===== config.mk =====
export PLATFORM = sky130hd
export DESIGN_NAME = gate_vector_gen
export DESIGN_NICKNAME = d
export VERILOG_FILES = /design/src/rtl/gate_vector_gen.sv
export SDC_FILE = /design/constraint.sdc
export NUM_CORES = 1
export LEC_CHECK = 0
export ABC_CLOCK_PERIOD_IN_PS = 9480
export CORE_MARGIN = 2
export CORE_UTILIZATION = 45
export DETAILED_ROUTE_END_ITERATION = 7
export DONT_BUFFER_PORTS = 1
export PLACE_DENSITY_LB_ADDON = 0.3
export SYNTH_ARGS = -nofsm -noshare
export SYNTH_HDL_FRONTEND = slang
export SYNTH_SLANG_ARGS = --single-unit

===== constraint.sdc =====
create_clock -name clk -period 9.48 [get_ports clk]
set_input_delay 0.948 -clock clk [delete_from_list [all_inputs] [get_ports clk]]
set_output_delay 0.948 -clock clk [all_outputs]
set_load 0.02 [all_outputs]

===== src/rtl/gate_vector_gen.sv =====
// gate_vector_gen: on-chip stimulus source for the gate test top.
// Three 64-bit Galois LFSRs supply operand vectors over a valid/ready
// handshake; a run emits a programmed number of vectors, then pulses done.
module gate_vector_gen #(
    parameter int unsigned WIDTH = 64,
    parameter int unsigned CNT_W = 32
) (
    input  logic             clk,
    input  logic             rst,
    input  logic             start,
    input  logic [63:0]      seed,
    input  logic [CNT_W-1:0] num_vec,
    output logic             out_valid,
    input  logic             out_ready,
    output logic [WIDTH-1:0] out_a,
    output logic [WIDTH-1:0] out_b,
    output logic [WIDTH-1:0] out_c,
    output logic             busy,
    output logic             done,
    output logic [CNT_W-1:0] vec_count
);

    typedef enum logic [1:0] {
        S_IDLE,
        S_RUN,
        S_DONE
    } state_t;

    // x^64+x^63+x^61+x^60+1, right-shifting Galois form
    localparam logic [63:0] LFSR_MASK = 64'hD800_0000_0000_0000;
    localparam logic [63:0] SEED_ALT  = 64'h5555_5555_5555_5555;

    state_t           r_state;
    state_t           w_state_next;
    logic [63:0]      r_lfsr_a;
    logic [63:0]      r_lfsr_b;
    logic [63:0]      r_lfsr_c;
    logic [CNT_W-1:0] r_vec_count;
    logic [CNT_W-1:0] r_num_vec;
    logic [CNT_W-1:0] w_cnt_inc;
    logic             w_start_run;
    logic             w_start_empty;
    logic             w_xfer;
    logic             w_last;

    function automatic logic [63:0] f_step(input logic [63:0] s);
        return (s >> 1) ^ (s[0] ? LFSR_MASK : 64'd0);
    endfunction

    // An all-zero Galois LFSR never leaves zero, so substitute 1
    function automatic logic [63:0] f_nonzero(input logic [63:0] s);
        return (s == 64'd0) ? 64'd1 : s;
    endfunction

    assign w_start_run   = (r_state == S_IDLE) && start && (num_vec != '0);
    assign w_start_empty = (r_state == S_IDLE) && start && (num_vec == '0);
    assign w_xfer        = (r_state == S_RUN) && out_ready;
    assign w_cnt_inc     = r_vec_count + CNT_W'(1);
    assign w_last        = w_xfer && (w_cnt_inc == r_num_vec);

    // State register
    always_ff @(posedge clk or posedge rst) begin
        if (rst) begin
            r_state <= S_IDLE;
        end else begin
            r_state <= w_state_next;
        end
    end

    // Next-state logic
    always_comb begin
        w_state_next = r_state;
        case (r_state)
            S_IDLE: begin
                if (w_start_run) begin
                    w_state_next = S_RUN;
                end else if (w_start_empty) begin
                    w_state_next = S_DONE;
                end
            end
            S_RUN: begin
                if (w_last) begin
                    w_state_next = S_DONE;
                end
            end
            S_DONE:  w_state_next = S_IDLE;
            default: w_state_next = S_IDLE;
        endcase
    end

    // Handshake and status outputs decoded from state
    always_comb begin
        out_valid = 1'b0;
        busy      = 1'b0;
        done      = 1'b0;
        case (r_state)
            S_RUN: begin
                out_valid = 1'b1;
                busy      = 1'b1;
            end
            S_DONE:  done = 1'b1;
            default: ;
        endcase
    end

    // LFSR seeding/stepping and vector counting; everything holds on stall
    always_ff @(posedge clk or posedge rst) begin
        if (rst) begin
            r_lfsr_a    <= '0;
            r_lfsr_b    <= '0;
            r_lfsr_c    <= '0;
            r_vec_count <= '0;
            r_num_vec   <= '0;
        end else if (r_state == S_IDLE) begin
            if (start) begin
                r_vec_count <= '0;
                r_num_vec   <= num_vec;
            end
            if (w_start_run) begin
                r_lfsr_a <= f_nonzero(seed);
                r_lfsr_b <= f_nonzero(~seed);
                r_lfsr_c <= f_nonzero(seed ^ SEED_ALT);
            end
        end else if (w_xfer) begin
            r_lfsr_a    <= f_step(r_lfsr_a);
            r_lfsr_b    <= f_step(r_lfsr_b);
            r_lfsr_c    <= f_step(r_lfsr_c);
            r_vec_count <= w_cnt_inc;
        end
    end

    assign out_a     = r_lfsr_a[WIDTH-1:0];
    assign out_b     = r_lfsr_b[WIDTH-1:0];
    assign out_c     = r_lfsr_c[WIDTH-1:0];
    assign vec_count = r_vec_count;

endmodule

Word-level counts from Yosys, hierarchy flattened --
Cells that the tools add are included.
Word-level totals: register bits 258, input bits 100, output and inout bits 227, word-level logic and storage cells 59
Cells by class: add/subtract/negate cells 1, equality and inequality tests 7, mux-type cells 24, bitwise operators 5, reductions and logical operators 16
Operators with widths (number):
- $mux W64 | 15
- $logic_not A64 Y1 | 3
- $xor A63 B64 Y64 | 3
- $mux W32 | 3
- $not A64 Y64 | 1
- $add A32 B1 Y32 const B | 1
- $eq A32 B32 Y1 | 1
- $logic_not A32 Y1 | 1
- $not A32 Y32 | 1
- $reduce_bool A32 Y1 | 1
- $reduce_and A2 Y1 | 4
- $mux W2 | 3
- $ne A2 B2 Y1 const B | 3
- $logic_and A1 B1 Y1 | 5
- $pmux W2 S2 | 1
- $ne A3 B3 Y1 const B | 1
- $eq A2 B1 Y1 const B | 1
- $eq A2 B2 Y1 const B | 1
- $logic_not A2 Y1 | 1
- $mux W1 | 2
- $reduce_bool A2 Y1 | 1

Longest topological paths before layout --
depth in word-level cells 6, depth in mapped cells 11, depth with buffers taken out 8

Worst setup path after synthesis --
Ideal clock, no wire load.
kind flip-flop to flip-flop, from register r_vec_count[20], in the netlist vec_count[20], to register r_state[0], library setup time 0.128 ns, data arrival time 2.754 ns, required time 9.352 ns, path slack 6.598 ns, stages on the path, launching flop included 9, buffers on the path 1, period minus slack after synthesis 2.882 ns, cell sequence dfrtp_1 > buf_2 > nand4_1 > or4_1 > or4_1 > xnor2_1 > or4b_1 > nor4_2 > o21ai_1
Between the ends: word-level cells in the longest chain between the ends 5
Ends and longest elaborated chain:
- from (decl) | line 38 | logic [CNT_W-1:0] r_vec_count;
- from (signal assigned) | line 128 | r_vec_count <= w_cnt_inc;
- $add A32 B1 Y32 | line 58 | assign w_cnt_inc = r_vec_count + CNT_W'(1);
- $eq A32 B32 Y1 | line 59 | assign w_last = w_xfer && (w_cnt_inc == r_num_vec);
- $logic_and A1 B1 Y1 | line 59
- $ne A2 B2 Y1 (no line)
- $reduce_and A2 Y1 (no line)
- to (signal assigned) | line 66 | r_state <= w_state_next;
- to (decl) | line 33 | state_t r_state;
No other way between the ends. A chain may end at the register's enable or synchronous reset.

Final worst setup path --
from register r_state[0], to register r_lfsr_b[58], in the netlist out_b[58]
Between the ends: word-level cells in the longest chain between the ends 5, elaborated cells between the ends (all ways) 9, those cells by class 2 x eq/ne; 1 x mux; 6 x reduce/logical
Ends and longest elaborated chain:
- $logic_not A2 Y1 | line 55, 114
- $logic_and A1 B1 Y1 (2 in series) | line 55 | assign w_start_run = (r_state == S_IDLE) && start && (num_vec != '0);
- $ne A2 B2 Y1 (no line)
- $reduce_and A2 Y1 (no line)
- to (signal assigned) | line 121 | r_lfsr_b <= f_nonzero(~seed);
- to (signal assigned) | line 126 | r_lfsr_b <= f_step(r_lfsr_b);
- to (decl) | line 36 | logic [63:0] r_lfsr_b;
Parallel ways exist; a longest one is shown, timed or not.

==> results by group <==
Final layout
  • Fin cells: 1,756
  • Share of layout cells above drive strength 1: 0.0755
  • Most frequent standard cell in the layout excluding fill and tap cells: sky130_fd_sc_hd__nand2_1
  • Most used cells in the layout excluding fill and tap cells: 259 x sky130_fd_sc_hd__nand2_1, 258 x sky130_fd_sc_hd__dfrtp_1, 242 x sky130_fd_sc_hd__o21ai_0
  • Area added between synthesis and finish: 8.76%
  • Net total in the final layout: 1,459
  • Fill cell total of the finished layout: 2,638

Floorplanning
  • Horizontal die dimension: 172 µm
  • Die ar.: 29,500 µm²
  • Initial Util: 0.456
  • Height of the die: 172 µm
  • Floorplan core area: approximately 28,000 µm²
  • # rows: roughly 60
  • Total I/O pin count: 327

Clock network
  • Clk sink count: 258
  • Buffers from clock root to sink, at most: 3
  • H-tree depth reported by CTS: 1
  • Num CTS Buffers: 29
  • Clock insertion delay at the later pin of the skew report: 0.56 ns
  • Library cell used as clock root buffer: sky130_fd_sc_hd__clkbuf_16
  • Clock tree from TritonCTS: built
  • CTS Hold Buffers Added: 0
  • Post-CTS setup buffer count: 0
  • Clock-pin transition on the worst setup and hold timing paths: 0.06 ns
  • Resize count post-CTS: 0

Timing
  • Setup repair after global routing missed its margin: no
  • Part of the cycle the worst path needs: 0.388
  • Final hold violation count: 0
  • Total Negative Setup Slacks: 0 ns
  • Least-Margin Pin Slew: 1.13 ns
  • Worst-case headroom to the max-slew limit: 0.245
  • Max Clk Rate: 272 MHz
  • Clock skew: 0.0340 ns
  • Count of pins over their slew limit: 0
  • Final setup vio count: 0
  • Period minus WS final: between 3 and 4 ns
  • Hold slack final: 0.436 ns

Critical path
  • Worst endpoint data arrival time: 4.06 ns
  • Crit Reg-Reg Startpoint: r_state[0]
  • End of the worst register-to-register path: out_b[58]
  • Largest fanout on the critical path: 118
  • Kind of launch point of the worst setup path: flip-flop
  • Cell-by-cell trace of the critical path: nor2b_1 -> buf_4 -> nand2_1 -> buf_4 -> and2_4 -> buf_4 -> o21ai_0
  • CP max-delay cell: sky130_fd_sc_hd__and2_4
  • Critical path's most frequent cell: sky130_fd_sc_hd__buf_4
  • R2R setup slack: about 5.8 ns
  • Maximum cell stage delay along the critical path: 0.86 ns
  • Category of the worst setup path capture point: flip-flop
  • Setup Crit Path Kind: reg2reg
  • Required time of the critical path: 9.87 ns
  • Length in cells of the worst reg-to-reg path: 7

Detailed routing
  • Router iterations before antenna repair: 5
  • Detailed Route Iter0 Violations: ~1,000
  • Via Count: approximately 11,000
  • Final ANT Viol Nets: 0
  • Average via count per standard cell: around 6.1
  • Detailed-route DRC error count: 0
  • Routed wire length per instance: about 23 µm
  • Detailed-route wire length: around 40 mm

Global routing
  • Number of global-route vias before repair: 10,100
  • Pin count of the biggest net entering global routing: 136
  • Wire length of the first global-routing pass: 61.4 mm
  • GRT Resource Usage Total: 0.268
  • Antenna violations before repair: 1
  • Gr ovfl total: 0

Yosys
  • Post-synthesis cell type count: 64
  • Post-synthesis async set-or-reset flop share: 1.00
  • Register bit total from synthesis: 258
  • Number of enable-type register cells in the synthesized netlist: 0
  • Average size of a mapped cell: 8.93 µm²
  • Combinational family with the most area after synthesis: simple AND/OR/NAND/NOR gates
  • Post-Synth Simple-Gate Area: 0.201
  • Share of the synthesized netlist area taken by xor and xnor gates: 0.0304
  • Sequential area share after synthesis: 0.510
  • Area of the mapped netlist: 12,700 µm²
  • Fraction of the mapped netlist area in adder cells: 0.000988
  • Post-Syn Nets: 1,520
  • Fraction of the mapped netlist area in compound gates: 0.191
  • Prevailing post-synth register cell: sky130_fd_sc_hd__dfrtp_1
  • Gate count after technology mapping: 1,419
  • YS warnings: 0
  • Multiplexer fraction of the synthesized cell area: 0.0318

Placement
  • I/O Buffers: 0
  • Weighted congestion reported at the end of routability-driven placement: about 0.89
  • Placed wire-length estimate after detailed placement: 28.6 mm
  • DP Cell Count: 1,705

Power and ir drop
  • Final total power: 0.00483 W
  • Peak supply drop: ~0.16 mV
  • Leakage power: roughly 5.6 nW
  • Power density over the cells: 350 nW/µm²

Job
  • Max-cap violations: 0

Run status
  • Status: complete, no violations

Hold path
  • Path type of the worst min-delay path: in2async
-- critical path: cells and delay by family (launching register included) --
family	cells	cell delay (ns)
buffers and inverters	3	1.50
AOI/OAI and AO/OA	1	0.24
and+or+nand+nor	3	1.12
DFF	1	0.46
-- worst max-delay path by stage --
stage                     startpoint        end  slack, ns  cells after the start
after global placement    num_vec[9]  out_c[52]       5.47                      6
after global routing      r_state[0]  out_c[43]       5.48                      7
final                     r_state[0]  out_b[58]       5.80                      7
after floorplan                  rst   out_a[0]       1.43                      1
after detailed placement  num_vec[9]  out_a[53]       5.33                      6
after CTS                 r_state[0]  out_a[53]       5.88                      7
-- logic make-up (layout without fill, tap and decap cells) --
kind of cell,Yosys count,after routing
and+or+nand+nor,541,541
adders and majority gates,1,1
xor gates and xnor gates,44,44
other,0,1
muxes,36,36
DFF,258,258
AOI/OAI and AO/OA,431,431
buffers and inverters,108,66
-- cell usage after synthesis (6+ instances only) --
cell / instances / share of area
sky130_fd_sc_hd__and4_1: 6 / 0.0041
sky130_fd_sc_hd__dfrtp_1: 258 / 0.51
sky130_fd_sc_hd__nand4_1: 39 / 0.019
sky130_fd_sc_hd__clkbuf_1: 86 / 0.025
sky130_fd_sc_hd__xor2_1: 17 / 0.012
sky130_fd_sc_hd__nor3_1: 8 / 0.0032
sky130_fd_sc_hd__nor4_1: 37 / 0.018
sky130_fd_sc_hd__nand3_1: 16 / 0.0063
sky130_fd_sc_hd__a31oi_1: 33 / 0.016
sky130_fd_sc_hd__mux2_2: 34 / 0.030
sky130_fd_sc_hd__o31ai_1: 43 / 0.025
sky130_fd_sc_hd__and3_1: 7 / 0.0035
sky130_fd_sc_hd__a21oi_1: 76 / 0.030
sky130_fd_sc_hd__nor2_1: 99 / 0.029
sky130_fd_sc_hd__buf_2: 10 / 0.0040
sky130_fd_sc_hd__xnor2_1: 27 / 0.019
sky130_fd_sc_hd__nand2_1: 260 / 0.077
sky130_fd_sc_hd__o21ai_0: 242 / 0.096
sky130_fd_sc_hd__and2_1: 38 / 0.019
-- state kept, by name, indices dropped and copies added (netlist names) --
signal,cells
out_b,64
vec_count,32
r_state,2
r_num_vec,32
out_a,64
out_c,64
-- metal layers --
layer	global-route usage	share of wire
met1	0.356	0.40
met2	0.417	0.45
met3	0.0877	0.11
met4	0.0775	0.031
met5	0	0
-- through the flow --
| step | setup slack [ns] | instance area (µm²) | utilization |
|---|---|---|---|
| global route | 5.48 | 13800 | 0.496 |
| detailed placement | 5.33 | 12800 | 0.462 |
| global placement | 5.47 | 12800 | 0.462 |
| floorplan | 1.43 | 12700 | - |
| CTS | 5.88 | 13800 | 0.496 |
| finish | 5.80 | 13800 | 0.496 |
-- final cells by class --
| class | instances | area (µm²) | area share |
|---|---|---|---|
| Antenna cell | 1 | 2.50 | 0.000182 |
| Clock inverter | 8 | 119 | 0.00863 |
| Clock buffer | 42 | 825 | 0.0599 |
| Timing Repair Buffer | 11 | 82.6 | 0.00600 |
| Sequential cell | 258 | 6460 | 0.469 |
| Inverter | 5 | 26.3 | 0.00191 |
| Multi-Input combinational cell | 1053 | 5790 | 0.420 |
| Tap cell | 378 | 473 | 0.0343 |
-- report_power, final --
part	internal [W]	leakage (nW)	switching (W)
clock	0.000679	0.465	0.000452
combinational	0.000467	1.90	0.000634
sequential	0.00155	3.23	0.00105
No activity file was read; power rests on OpenSTA's default activity.
